[src/rtl/riscv_pkg.sv]
// rtl/riscv_pkg.sv - RV32I opcode, funct3 and immediate-format definitions
package riscv_pkg;

    localparam logic [6:0] OPC_LOAD   = 7'b0000011;
    localparam logic [6:0] OPC_OPIMM  = 7'b0010011;
    localparam logic [6:0] OPC_JALR   = 7'b1100111;
    localparam logic [6:0] OPC_STORE  = 7'b0100011;
    localparam logic [6:0] OPC_BRANCH = 7'b1100011;
    localparam logic [6:0] OPC_LUI    = 7'b0110111;
    localparam logic [6:0] OPC_AUIPC  = 7'b0010111;
    localparam logic [6:0] OPC_JAL    = 7'b1101111;

    // Shift-immediate funct3 codes; SRLI and SRAI share 101 and differ in funct7
    localparam logic [2:0] F3_SLLI = 3'b001;
    localparam logic [2:0] F3_SRLI = 3'b101;
    localparam logic [2:0] F3_SRAI = 3'b101;

    typedef enum logic [2:0] {
        IMM_NONE  = 3'd0,
        IMM_I     = 3'd1,
        IMM_S     = 3'd2,
        IMM_B     = 3'd3,
        IMM_U     = 3'd4,
        IMM_J     = 3'd5,
        IMM_SHAMT = 3'd6
    } imm_type_e;

endpackage

[src/rtl/imm_decode_comb.sv]
// rtl/imm_decode_comb.sv - combinational opcode-to-immediate/format decoder
module imm_decode_comb
    import riscv_pkg::*;
#(
    parameter int          XLEN        = 32,
    parameter logic [XLEN-1:0] DEFAULT_IMM = '0
) (
    input  logic [31:0]     instruction,
    output logic [XLEN-1:0] immediate,
    output imm_type_e       imm_type,
    output logic            imm_known
);

    logic [6:0] opcode;
    logic [2:0] funct3;
    logic       sign;

    assign opcode = instruction[6:0];
    assign funct3 = instruction[14:12];
    assign sign   = instruction[31];

    // Select format from opcode and assemble the sign-extended immediate
    always_comb begin
        immediate = DEFAULT_IMM;
        imm_type  = IMM_NONE;
        imm_known = 1'b0;
        case (opcode)
            OPC_LOAD, OPC_JALR: begin
                immediate = {{20{sign}}, instruction[31:20]};
                imm_type  = IMM_I;
                imm_known = 1'b1;
            end
            OPC_OPIMM: begin
                imm_known = 1'b1;
                if (funct3 == F3_SLLI || funct3 == F3_SRLI) begin
                    // Shift amount only; funct7 in [31:25] is not part of the value
                    immediate = {27'b0, instruction[24:20]};
                    imm_type  = IMM_SHAMT;
                end else begin
                    immediate = {{20{sign}}, instruction[31:20]};
                    imm_type  = IMM_I;
                end
            end
            OPC_STORE: begin
                immediate = {{20{sign}}, instruction[31:25], instruction[11:7]};
                imm_type  = IMM_S;
                imm_known = 1'b1;
            end
            OPC_BRANCH: begin
                immediate = {{19{sign}}, instruction[31], instruction[7],
                             instruction[30:25], instruction[11:8], 1'b0};
                imm_type  = IMM_B;
                imm_known = 1'b1;
            end
            OPC_LUI, OPC_AUIPC: begin
                immediate = {instruction[31:12], 12'b0};
                imm_type  = IMM_U;
                imm_known = 1'b1;
            end
            OPC_JAL: begin
                immediate = {{11{sign}}, instruction[31], instruction[19:12],
                             instruction[20], instruction[30:21], 1'b0};
                imm_type  = IMM_J;
                imm_known = 1'b1;
            end
            default: begin
                immediate = DEFAULT_IMM;
                imm_type  = IMM_NONE;
                imm_known = 1'b0;
            end
        endcase
    end

endmodule

[src/rtl/gerador_imediato.sv]
// rtl/gerador_imediato.sv - RV32I immediate generator with ID/EX output register
module gerador_imediato
    import riscv_pkg::*;
#(
    parameter int              XLEN        = 32,
    parameter logic [XLEN-1:0] DEFAULT_IMM = 32'h0000_0000
) (
    input  logic            clk,
    input  logic            rst_n,
    input  logic [31:0]     instruction,
    input  logic            instr_valid,
    output logic [XLEN-1:0] immediate,
    output logic [2:0]      imm_type,
    output logic            imm_known,
    output logic [XLEN-1:0] immediate_q,
    output logic [2:0]      imm_type_q,
    output logic            imm_valid_q
);

    imm_type_e       type_comb;
    logic [XLEN-1:0] immediate_d;
    logic [2:0]      imm_type_d;
    logic            imm_valid_d;
    logic [XLEN-1:0] immediate_r;
    logic [2:0]      imm_type_r;
    logic            imm_valid_r;

    imm_decode_comb #(
        .XLEN        (XLEN),
        .DEFAULT_IMM (DEFAULT_IMM)
    ) u_decode (
        .instruction (instruction),
        .immediate   (immediate),
        .imm_type    (type_comb),
        .imm_known   (imm_known)
    );

    assign imm_type    = type_comb;
    assign immediate_d = immediate;
    assign imm_type_d  = type_comb;
    assign imm_valid_d = instr_valid & imm_known;

    // ID/EX capture: immediate and format load every edge, valid is qualified
    always_ff @(posedge clk or negedge rst_n) begin
        if (!rst_n) begin
            immediate_r <= '0;
            imm_type_r  <= '0;
            imm_valid_r <= 1'b0;
        end else begin
            immediate_r <= immediate_d;
            imm_type_r  <= imm_type_d;
            imm_valid_r <= imm_valid_d;
        end
    end

    assign immediate_q = immediate_r;
    assign imm_type_q  = imm_type_r;
    assign imm_valid_q = imm_valid_r;

endmodule

[config.mk]
export PLATFORM = sky130hd
export DESIGN_NAME = gerador_imediato
export DESIGN_NICKNAME = d
export VERILOG_FILES = /design/src/rtl/riscv_pkg.sv /design/src/rtl/imm_decode_comb.sv /design/src/rtl/gerador_imediato.sv
export SDC_FILE = /design/constraint.sdc
export NUM_CORES = 1
export LEC_CHECK = 0
export ABC_AREA = 1
export BUFFER_PORTS_ARGS = -buffer_cell sky130_fd_sc_hd__buf_2
export CORE_MARGIN = 2
export CORE_UTILIZATION = 45
export DETAILED_ROUTE_END_ITERATION = 16
export HOLD_SLACK_MARGIN = 0.02
export PLACE_DENSITY = 0.8
export SLEW_MARGIN = 20
export SYNTH_ARGS = -nofsm -noshare
export SYNTH_HDL_FRONTEND = slang
export SYNTH_HIERARCHICAL = 1
export SYNTH_SLANG_ARGS = --single-unit
[constraint.sdc]
create_clock -name clk -period 1.5 [get_ports clk]
set_input_delay 0.3 -clock clk [delete_from_list [all_inputs] [get_ports clk]]
set_output_delay 0.3 -clock clk [all_outputs]
set_load 0.01 [all_outputs]
==> run_results.csv <==
group,metric,value,unit
pwr,leakagePower,2.353,nW
pwr,sw_frac_of_total,30.07,%
synth,yosys-top-cells-area,"dfrtp_1, nand2_1, nand3_1",
synth,synthAdderAreaFrac,0,%
floorplan,num_io_pins,107,
placed_design,finalWeightedCongestion,0.7903,
finish,num_antenna_cells,0,
synth,syn-num-nets,302,
critical_path,crit_type,"primary input to output port",
global_routing,overflow,0,
pwr,vdd_drop_max,0.7773,mV
global_routing,use_met2,63.84,%
critical_path,cp-start-kind,"primary input",
timing,max_freq,558.3,MHz
global_routing,grt_pass1_wl,14200,um
pwr,pwr-share-seq,41.3,%
detailed_routing,num_vias,3238,
synth,synth.distinct_cells,19,
flow_run,drv_cap,0,
synth,synthFlopType,"dfrtp_1",
floorplan,fp.dieW,70.30,um
finish,final_common_cell,"buf_2",
detailed_routing,drt-vias-per-instance,6.649,
global_routing,track_usage,36.77,%
synth,synth.area.mux_share,0,%
detailed_routing,totalWireLength,12820,um
critical_path,critical_path_required,1200,ps
placed_design,io_buffers,106,
synth,synth_edf_count,0,
clock_network,cts_tree,"yes",
timing,timing.final.crit_share,119.4,%
finish,area_growth,102.4,%
detailed_routing,wl_per_cell,26.33,um
placed_design,place_area,2716,um2
finish,drive_above_1_share,66.90,%
synth,synth.largest_area_cell,"dfrtp_1",
global_routing,gr-usage-met3,8.081,%
timing,finalSetupViolCount,39,
pwr,combinationalPowerShare,22.0,%
critical_path,critPathCaptureType,"output port",
synth,syn-mean-instance-area,7.409,um2
pwr,p_int,1.690,mW
global_routing,grt_antenna_before_repair,0,
clock_network,htree_levels,2,
timing,hold_viol_final,0,
timing,rsz0062_at_grt,"yes",
synth,ys_warn_count,6,
clock_network,clkSlewWorstSetupHoldPaths,80,ps
finish,fin_nets,469,
min_path,hold_class,"primary input to asynchronous set/reset pin",
timing,min_period,1791,ps
critical_path,cp.arrival,1490,ps
placed_design,place_hpwl,4350,um
clock_network,numCtsBuffers,5,
clock_network,cts.path.max_buffers,2,
synth,synth-seq-area-share,45.54,%
synth,synthArstFlopShare,100.0,%
clock_network,cts_sinks,36,
run_status,status,"finished, violations left",
finish,final_cell_mix,"buf_2, buf_6, buf_4, dfrtp_1, nand2_1",
global_routing,grt_pass1_vias,2823,
detailed_routing,first_pass_iters,7,
timing,slew_viol_final,0,
timing,tightest_slew,477.5,ps
floorplan,start_util,46.07,%
synth,syn-cell-area,1978,um2
critical_path,cp_max_fo,5,
synth,synthXorXnorAreaFrac,0,%
synth,synth_cells,267,
floorplan,fp.dieH,70.30,um
floorplan,fp.dieArea,4942,um2
run_status,violations,"negative setup slack",
global_routing,grt_max_degree,37,
pwr,pwr-share-clk,36.7,%
global_routing,grt_use_met1,41.52,%
pwr,total_power,2.417,mW
detailed_routing,drtAntennaViolNets,0,
detailed_routing,drc_errors,0,
floorplan,rows,24,
synth,yosys.area_share.simple,37.82,%
pwr,p_sw,0.7268,mW
global_routing,busiest_layer,"met2",
finish,design_area,4004,um2
detailed_routing,drtIter0Drc,674,
timing,slew_headroom,68.17,%
synth,synth_top_family_by_area,"simple AND/OR/NAND/NOR gates",
timing,timing.final.ws_setup,-291.2,ps
synth,ys_seq_elements,36,
clock_network,cts_root_buffer,"clkbuf_8",
synth,synth_compound_area_share,7.590,%
synth,synth_top_area_share,45.54,%
floorplan,core,4294,um2
pwr,powerDensity,603.7,nW/um2
[through the flow]
step / utilization (%) / setup TNS, ps / setup slack, ps / instances / hold slack [ps]
global route: 93.24 / -9167 / -368.2 / 487 / 103.0
finish: 93.24 / -8494 / -291.2 / 487 / 65.09
global placement: 63.26 / -6483 / -262.7 / 441 / 352.6
detailed placement: 63.26 / -7758 / -296.5 / 441 / 364.9
CTS: 84.94 / -3193 / -140.8 / 475 / 59.13
floorplan: - / 0 / 105.6 / 267 / 4.409
[synthesized netlist by cell type, types with 4 or more instances]
library cell / instances
a21oi_1: 17
nand2_1: 67
inv_1: 23
o21ai_1: 7
nand3_1: 35
dfrtp_1: 36
inv_2: 4
nand2_2: 9
o21ai_0: 6
nor2_1: 45
[worst max-delay path, stage by stage]
cell,delay (ps)
buf_12,120
clkinv_8,50
nand2_8,50
nor2_8,210
buf_6,140
buf_6,130
nand3_1,100
nand2_1,90
nor2_1,80
nand2_2,120
buf_6,110
[cells by family (layout without fill, tap and decap cells)]
group / after synthesis / in the layout
simple gates: 164 / 167
buf+inv: 37 / 202
flops: 36 / 36
compound gates: 30 / 30
[power groups by stage]
stage | clock [mW] | combinational, mW | sequential [mW]
2_1_floorplan | 0 | 0.112 | 1.03
3_3_place_gp | 0 | 0.290 | 1.01
3_5_place_dp | 0 | 0.298 | 1.01
4_1_cts | 0.846 | 0.421 | 0.995
5_1_grt | 0.919 | 0.546 | 0.999
6_report | 0.887 | 0.532 | 0.997
[flip-flops by register name, indices dropped and copies added, names as in the netlist]
name and cells:
imm_type_q 3, imm_valid_q 1, immediate_q 32
[routing by layer]
metal  up-vias  share of wire (%)
li1       1184                  -
met1      1448                 30
met2       428                 43
met3       178                 15
met4         0                 12
met5         -                  0
[path summary, 6_finish.rpt]
check                                from         endpoint  slack, ps
max                        instruction[4]    immediate[17]       -290
min                                 rst_n  immediate_q[12]         70
max in group asynchronous           rst_n   immediate_q[5]       1100
min in group clk              instr_valid      imm_valid_q        230
[layout make-up]
cell class | instances | area (um2)
Fill cell | 135 | 290.3
Tap cell | 52 | 65.06
Clock buffer | 6 | 72.57
Timing Repair Buffer | 167 | 1299
Clock inverter | 2 | 35.03
Sequential cell | 36 | 900.9
Inverter | 27 | 131.4
Multi-Input combinational cell | 197 | 1500
[repair_timing]
action | 4_1_cts | 5_1_grt
gates resized for setup | 163 | 59
setup buffers | 22 | 13
pin swaps | 29 | 29
setup endpoints to repair | 36 | 38
cloned | 4 | 0
hold buffers | 0 | 0
No activity file was read; power rests on OpenSTA's default activity.
